## src/rtl/seq_detector_prog_if.sv

```systemverilog
// seq_detector_prog_if: config, serial stream and detect/status bundle for seq_detector_prog
interface seq_detector_prog_if #(
   parameter int MAX_LEN = 8,
   parameter int LEN_W   = 4,
   parameter int CNT_W   = 8
);
   logic               cfg_load;
   logic [MAX_LEN-1:0] cfg_pattern;
   logic [LEN_W-1:0]   cfg_len;
   logic               cfg_overlap;
   logic               in_valid;
   logic               in_bit;
   logic               detect;
   logic               armed;
   logic               cfg_err;
   logic [CNT_W-1:0]   match_count;

   modport master (
      output cfg_load, cfg_pattern, cfg_len, cfg_overlap, in_valid, in_bit,
      input  detect, armed, cfg_err, match_count
   );

   modport slave (
      input  cfg_load, cfg_pattern, cfg_len, cfg_overlap, in_valid, in_bit,
      output detect, armed, cfg_err, match_count
   );
endinterface

```

## src/rtl/seq_detector_prog.sv

```systemverilog
// seq_detector_prog: runtime-programmable serial pattern detector; match counter built only with SEQ_DET_COUNT_EN
module seq_detector_prog #(
   parameter int MAX_LEN = 8,
   parameter int LEN_W   = 4,
   parameter int CNT_W   = 8
) (
   input logic               clk,
   input logic               reset,
   seq_detector_prog_if.slave bus
);
   typedef enum logic [1:0] {IDLE, FILL, HUNT} state_t;

   state_t             state_q, state_n;
   logic [MAX_LEN-1:0] hist_q, hist_n, pat_q, pat_n, shift, mask;
   logic [LEN_W-1:0]   len_q, len_n, fill_q, fill_n, fill_inc;
   logic               ovl_q, ovl_n, det_q, det_n, err_q, err_n;
   logic               legal, take, match;

   // candidate history/fill for an accepted bit and the masked pattern compare
   always_comb begin
      legal    = bus.cfg_len != '0 && bus.cfg_len <= LEN_W'(MAX_LEN);
      for (int i = 0; i < MAX_LEN; i++) mask[i] = i < int'(len_q);
      shift    = {hist_q[MAX_LEN-2:0], bus.in_bit};
      fill_inc = fill_q < len_q ? fill_q + 1'b1 : fill_q;
      take     = !bus.cfg_load && state_q != IDLE && bus.in_valid;
      match    = take && fill_inc >= len_q && ((shift ^ pat_q) & mask) == '0;
   end

   // next state: a config load overrides the stream, otherwise consume accepted bits
   always_comb begin
      state_n = state_q;
      hist_n  = hist_q;
      fill_n  = fill_q;
      pat_n   = pat_q;
      len_n   = len_q;
      ovl_n   = ovl_q;
      err_n   = err_q;
      det_n   = match;
      if (bus.cfg_load) begin
         state_n = legal ? FILL : IDLE;
         err_n   = !legal;
         if (legal) begin
            pat_n  = bus.cfg_pattern;
            len_n  = bus.cfg_len;
            ovl_n  = bus.cfg_overlap;
            hist_n = '0;
            fill_n = '0;
         end
      end else if (take) begin
         hist_n  = shift;
         fill_n  = (match && !ovl_q) ? '0 : fill_inc;
         state_n = ((match && !ovl_q) || fill_inc < len_q) ? FILL : HUNT;
      end
   end

   // state and config registers, cleared asynchronously
   always_ff @(posedge clk or posedge reset) begin
      if (reset) begin
         state_q <= IDLE;
         hist_q  <= '0;
         fill_q  <= '0;
         pat_q   <= '0;
         len_q   <= '0;
         ovl_q   <= 1'b0;
         det_q   <= 1'b0;
         err_q   <= 1'b0;
      end else begin
         state_q <= state_n;
         hist_q  <= hist_n;
         fill_q  <= fill_n;
         pat_q   <= pat_n;
         len_q   <= len_n;
         ovl_q   <= ovl_n;
         det_q   <= det_n;
         err_q   <= err_n;
      end
   end

   assign bus.detect  = det_q;
   assign bus.armed   = state_q != IDLE;
   assign bus.cfg_err = err_q;

`ifdef SEQ_DET_COUNT_EN
   logic [CNT_W-1:0] cnt_q, cnt_n;

   // saturating match count, cleared by any config load
   always_comb cnt_n = bus.cfg_load ? '0 : (match && cnt_q != '1) ? cnt_q + 1'b1 : cnt_q;

   // counter register
   always_ff @(posedge clk or posedge reset) begin
      if (reset) cnt_q <= '0;
      else cnt_q <= cnt_n;
   end

   assign bus.match_count = cnt_q;
`else
   assign bus.match_count = CNT_W'(0);
`endif
endmodule
```

## src/flat_wrapper.sv

```systemverilog
// flat-port wrapper written by rule: the top's interface ports become plain ports
module seq_detector_prog_flat 
#(
   parameter int MAX_LEN = 8,
   parameter int LEN_W   = 4,
   parameter int CNT_W   = 8
)
  (clk, reset, bus_cfg_load, bus_cfg_pattern, bus_cfg_len, bus_cfg_overlap, bus_in_valid, bus_in_bit, bus_detect, bus_armed, bus_cfg_err, bus_match_count);
  seq_detector_prog_if #(.MAX_LEN(MAX_LEN), .LEN_W(LEN_W), .CNT_W(CNT_W)) bus_i ();
  input logic clk;
  input logic reset;
  input wire logic [$bits(bus_i.cfg_load)-1:0] bus_cfg_load;
  input wire logic [$bits(bus_i.cfg_pattern)-1:0] bus_cfg_pattern;
  input wire logic [$bits(bus_i.cfg_len)-1:0] bus_cfg_len;
  input wire logic [$bits(bus_i.cfg_overlap)-1:0] bus_cfg_overlap;
  input wire logic [$bits(bus_i.in_valid)-1:0] bus_in_valid;
  input wire logic [$bits(bus_i.in_bit)-1:0] bus_in_bit;
  output wire logic [$bits(bus_i.detect)-1:0] bus_detect;
  output wire logic [$bits(bus_i.armed)-1:0] bus_armed;
  output wire logic [$bits(bus_i.cfg_err)-1:0] bus_cfg_err;
  output wire logic [$bits(bus_i.match_count)-1:0] bus_match_count;
  assign bus_i.cfg_load = bus_cfg_load;
  assign bus_i.cfg_pattern = bus_cfg_pattern;
  assign bus_i.cfg_len = bus_cfg_len;
  assign bus_i.cfg_overlap = bus_cfg_overlap;
  assign bus_i.in_valid = bus_in_valid;
  assign bus_i.in_bit = bus_in_bit;
  assign bus_detect = bus_i.detect;
  assign bus_armed = bus_i.armed;
  assign bus_cfg_err = bus_i.cfg_err;
  assign bus_match_count = bus_i.match_count;
  seq_detector_prog #(.MAX_LEN(MAX_LEN), .LEN_W(LEN_W), .CNT_W(CNT_W)) u_core (.clk(clk), .reset(reset), .bus(bus_i));
endmodule
```

## config.mk

```make
export PLATFORM = sky130hd
export DESIGN_NAME = seq_detector_prog_flat
export DESIGN_NICKNAME = d
export VERILOG_FILES = /design/src/rtl/seq_detector_prog_if.sv /design/src/rtl/seq_detector_prog.sv /design/src/flat_wrapper.sv
export SDC_FILE = /design/constraint.sdc
export NUM_CORES = 1
export LEC_CHECK = 0
export CORE_MARGIN = 1
export CORE_UTILIZATION = 40
export CTS_CLUSTER_DIAMETER = 30
export DETAILED_ROUTE_END_ITERATION = 7
export RECOVER_POWER = 25
export SYNTH_ARGS = -nofsm -noshare
export SYNTH_HDL_FRONTEND = slang
export SYNTH_SLANG_ARGS = --single-unit
export TNS_END_PERCENT = 50
```

## constraint.sdc

```tcl
create_clock -name clk -period 8 [get_ports clk]
set_input_delay 1.6 -clock clk [delete_from_list [all_inputs] [get_ports clk]]
set_output_delay 1.6 -clock clk [all_outputs]
set_load 0.02 [all_outputs]
```

==> impl_metrics.py <==
metrics = {
    "sta": {
        "rsz0062_at_grt": "false",
        "slew_headroom": 0.2531,
        "tns_ns": 0,
        "finalHoldViolations": 0,
        "skew_ns": 0.005525,
        "slew_viol_final": 0,
        "max_freq_ghz": 0.2730,
        "setup_viol": 0,
        "worst_slew_pin_slew_ns": 1.116,
        "finalCritPeriodShare": 0.4578,
        "fin_crit_ns": 3.662,
        "hold_ws_ns": 0.5080,
    },
    "place": {
        "dp_cells": 228,
        "gp_congestion": 0.8052,
        "io_buffers": 20,
        "hpwl_um": 2410,
    },
    "synth": {
        "syn_area_um2": 1668,
        "ys.flop_type": "dfrtp_1",
        "synth_cell_types": 38,
        "ys_ff_latch": 28,
        "syn_area_per_cell_um2": 10.11,
        "yosysWarnings": 0,
        "async_reset_ff_frac": 1.000,
        "netlist_instances": 165,
        "synth_edf_count": 0,
        "seq_area_frac_synth": 0.4201,
    },
    "floorplanning": {
        "coreArea_um2": 4000,
        "boundaryPins": 29,
        "die_area_um2": 4432,
        "die_w_um": 66.57,
        "start_util": 0.4170,
        "fp.dieH_um": 66.57,
        "row_count": 23,
    },
    "hold_path": {
        "worst_hold_path_type": "reg2reg",
    },
    "critical_path": {
        "cpPeakStageDelay_ns": 0.91,
        "crit_family": "simple AND/OR/NAND/NOR gates",
        "crit_fanout": 20,
        "cp-start-kind": "input port",
        "arrival_ns": 3.86,
        "cp_num_buf_inv": 1,
        "worstPathCellList": "dlygate4sd3_1, nor2_1, nand2_1, or3_1, a21oi_1",
        "crit_path_end_kind": "flip-flop",
        "critPathRequiredTime_ns": 8.20,
        "path_class": "in2reg",
        "slowest_stage": "nor2_1",
    },
    "finish": {
        "multiInputGateArea_um2": 865.8,
        "regArea_um2": 700.7,
        "mostFrequentLayoutCells": "dfrtp_1 (28), nand2_1 (20), clkdlybuf4s50_1 (18), mux2_2 (13), o21ai_0 (12)",
        "finalNonFillerCells": 232,
        "area_delta_synth_final_pct": 15.53,
        "drive_gt1_frac": 0.1538,
        "fillers": 375,
        "n_antenna_cell": 0,
        "layout.nets": 209,
        "final_common_cell": "dfrtp_1",
    },
    "power": {
        "leakage_nw": 0.8189,
        "ir_drop_uv": 100.1,
        "powerDensity_nw_per_um2": 224.8,
    },
    "cts": {
        "clock-root-buffer": "clkbuf_8",
        "cts_buffer_depth": 2,
        "h-tree-depth": 1,
        "cts_hold_buf": 0,
        "post_cts_buffers": 0,
        "cts.sinks": 28,
        "cts_tree": "done",
        "cts_buffers": 3,
        "ctsResizeCount": 0,
        "clk_pin_slew_ns": 0.10,
        "clk_latency_ns": 0.27,
    },
    "route": {
        "dr.pass1.iters": 4,
        "first_iter_violations": 36,
        "via_count": 1190,
        "wl_per_cell_um": 13.70,
        "wl_um": 3179,
        "drc": 0,
        "vias_per_cell": 5.129,
        "ant_nets": 0,
    },
    "run": {
        "drv_cap": 0,
    },
    "grt": {
        "grt_max_degree": 29,
        "grt-ovfl-total": 0,
        "antenna_found_initial": 0,
        "grt_pass1_wl_um": 5112,
        "grt_pass1_vias": 1107,
        "grt_use_total": 0.1524,
    },
    "status": {
        "status": "finished clean",
    },
}
-- through the flow --
stage | setup WS (ns) | power [mW] | util | instance area (µm²)
detailed placement | 4.044 | 0.3273 | 0.4639 | 1856
global placement | 4.193 | 0.3222 | 0.4639 | 1856
CTS | 4.379 | 0.4384 | 0.4817 | 1927
finish | 4.338 | 0.4332 | 0.4817 | 1927
floorplan | 5.270 | 0.2899 | - | 1694
global route | 4.170 | 0.4606 | 0.4817 | 1927
-- final cells by class --
| class | instances | share of cell area |
|---|---|---|
| Tap cell | 50 | 0.03247 |
| Clock buffer | 3 | 0.02143 |
| Sequential cell | 28 | 0.3636 |
| Inverter | 7 | 0.01364 |
| Multi-Input combinational cell | 123 | 0.4493 |
| Clock inverter | 1 | 0.01558 |
| Timing Repair Buffer | 20 | 0.1039 |
-- where the power goes --
part	total [mW]	internal (mW)	switching [mW]
clock network	0.110	0.0669	0.0432
logic	0.142	0.0691	0.0727
registers	0.181	0.160	0.0214
-- cell families (layout without fill, tap and decap cells) --
logic type / count (synthesis) / after routing / synth area share
other: 1 / 8 / 0.002248
adders and majority gates: 8 / 8 / 0.06002
buffers and inverters: 21 / 31 / 0.07652
AOI/OAI and AO/OA: 37 / 37 / 0.1470
muxes: 14 / 14 / 0.09377
DFF: 28 / 28 / 0.4201
and+or+nand+nor: 45 / 45 / 0.1425
xor gates and xnor gates: 11 / 11 / 0.05777
-- routing by layer --
layer / track usage / vias up / share of wire
met5: 0 / - / 0
met4: 0.03191 / 0 / 0.0022
met3: 0.02055 / 2 / 0.012
met2: 0.2449 / 10 / 0.49
met1: 0.2164 / 585 / 0.50
li1: - / 593 / -
-- cells in the mapped netlist, types with 2 or more instances --
master	instances	area [µm²]
dfrtp_1	28	700.7
nand2_1	20	75.07
mux2_2	13	146.4
o21ai_0	12	60.06
a21oi_1	11	55.05
buf_4	10	75.07
xnor2_1	9	78.83
ha_1	8	100.1
inv_1	7	26.28
nor2_1	6	22.52
nand2b_1	4	25.02
nor3_1	4	20.02
buf_2	3	15.01
o22ai_1	3	18.77
a2111oi_2	2	30.03
nand3_1	2	10.01
xor2_1	2	17.52
-- sequential cells by signal, indices dropped and copies added, names as in the netlist --
signal / cells
u_core.state_q: 2
u_core.ovl_q: 1
u_core.len_q: 4
u_core.hist_q: 7
u_core.bus.detect: 1
u_core.fill_q: 4
u_core.pat_q: 8
u_core.bus.cfg_err: 1
-- worst paths after layout --
check                                         from                 end  slack, ns  depth (start not counted)
worst max register to register     u_core.len_q[3]   u_core.state_q[1]       4.71                         13
worst min register to register  u_core.bus.cfg_err  u_core.bus.cfg_err       0.51                          1
worst max-delay path                  bus_cfg_load    u_core.fill_q[2]       4.34                          5
min in group asynchronous                    reset     u_core.len_q[1]       2.02                          2
worst min-delay path            u_core.bus.cfg_err  u_core.bus.cfg_err       0.51                          1
max in group asynchronous                    reset    u_core.hist_q[1]       5.32                          2
-- worst reg2reg max path, cell delays in order, from the launching register on --
cell	delay, ns
dfrtp_1	0.54
inv_1	0.13
ha_1	0.31
a21oi_1	0.16
o21ai_2	0.13
and2_1	0.19
nor2_1	0.17
ha_1	0.25
nand2b_1	0.15
a2111oi_2	0.41
a21oi_1	0.10
nand4_2	0.19
nor4_4	0.07
a2111oi_2	0.37
Note: power is estimated with default switching activity, not from simulation.
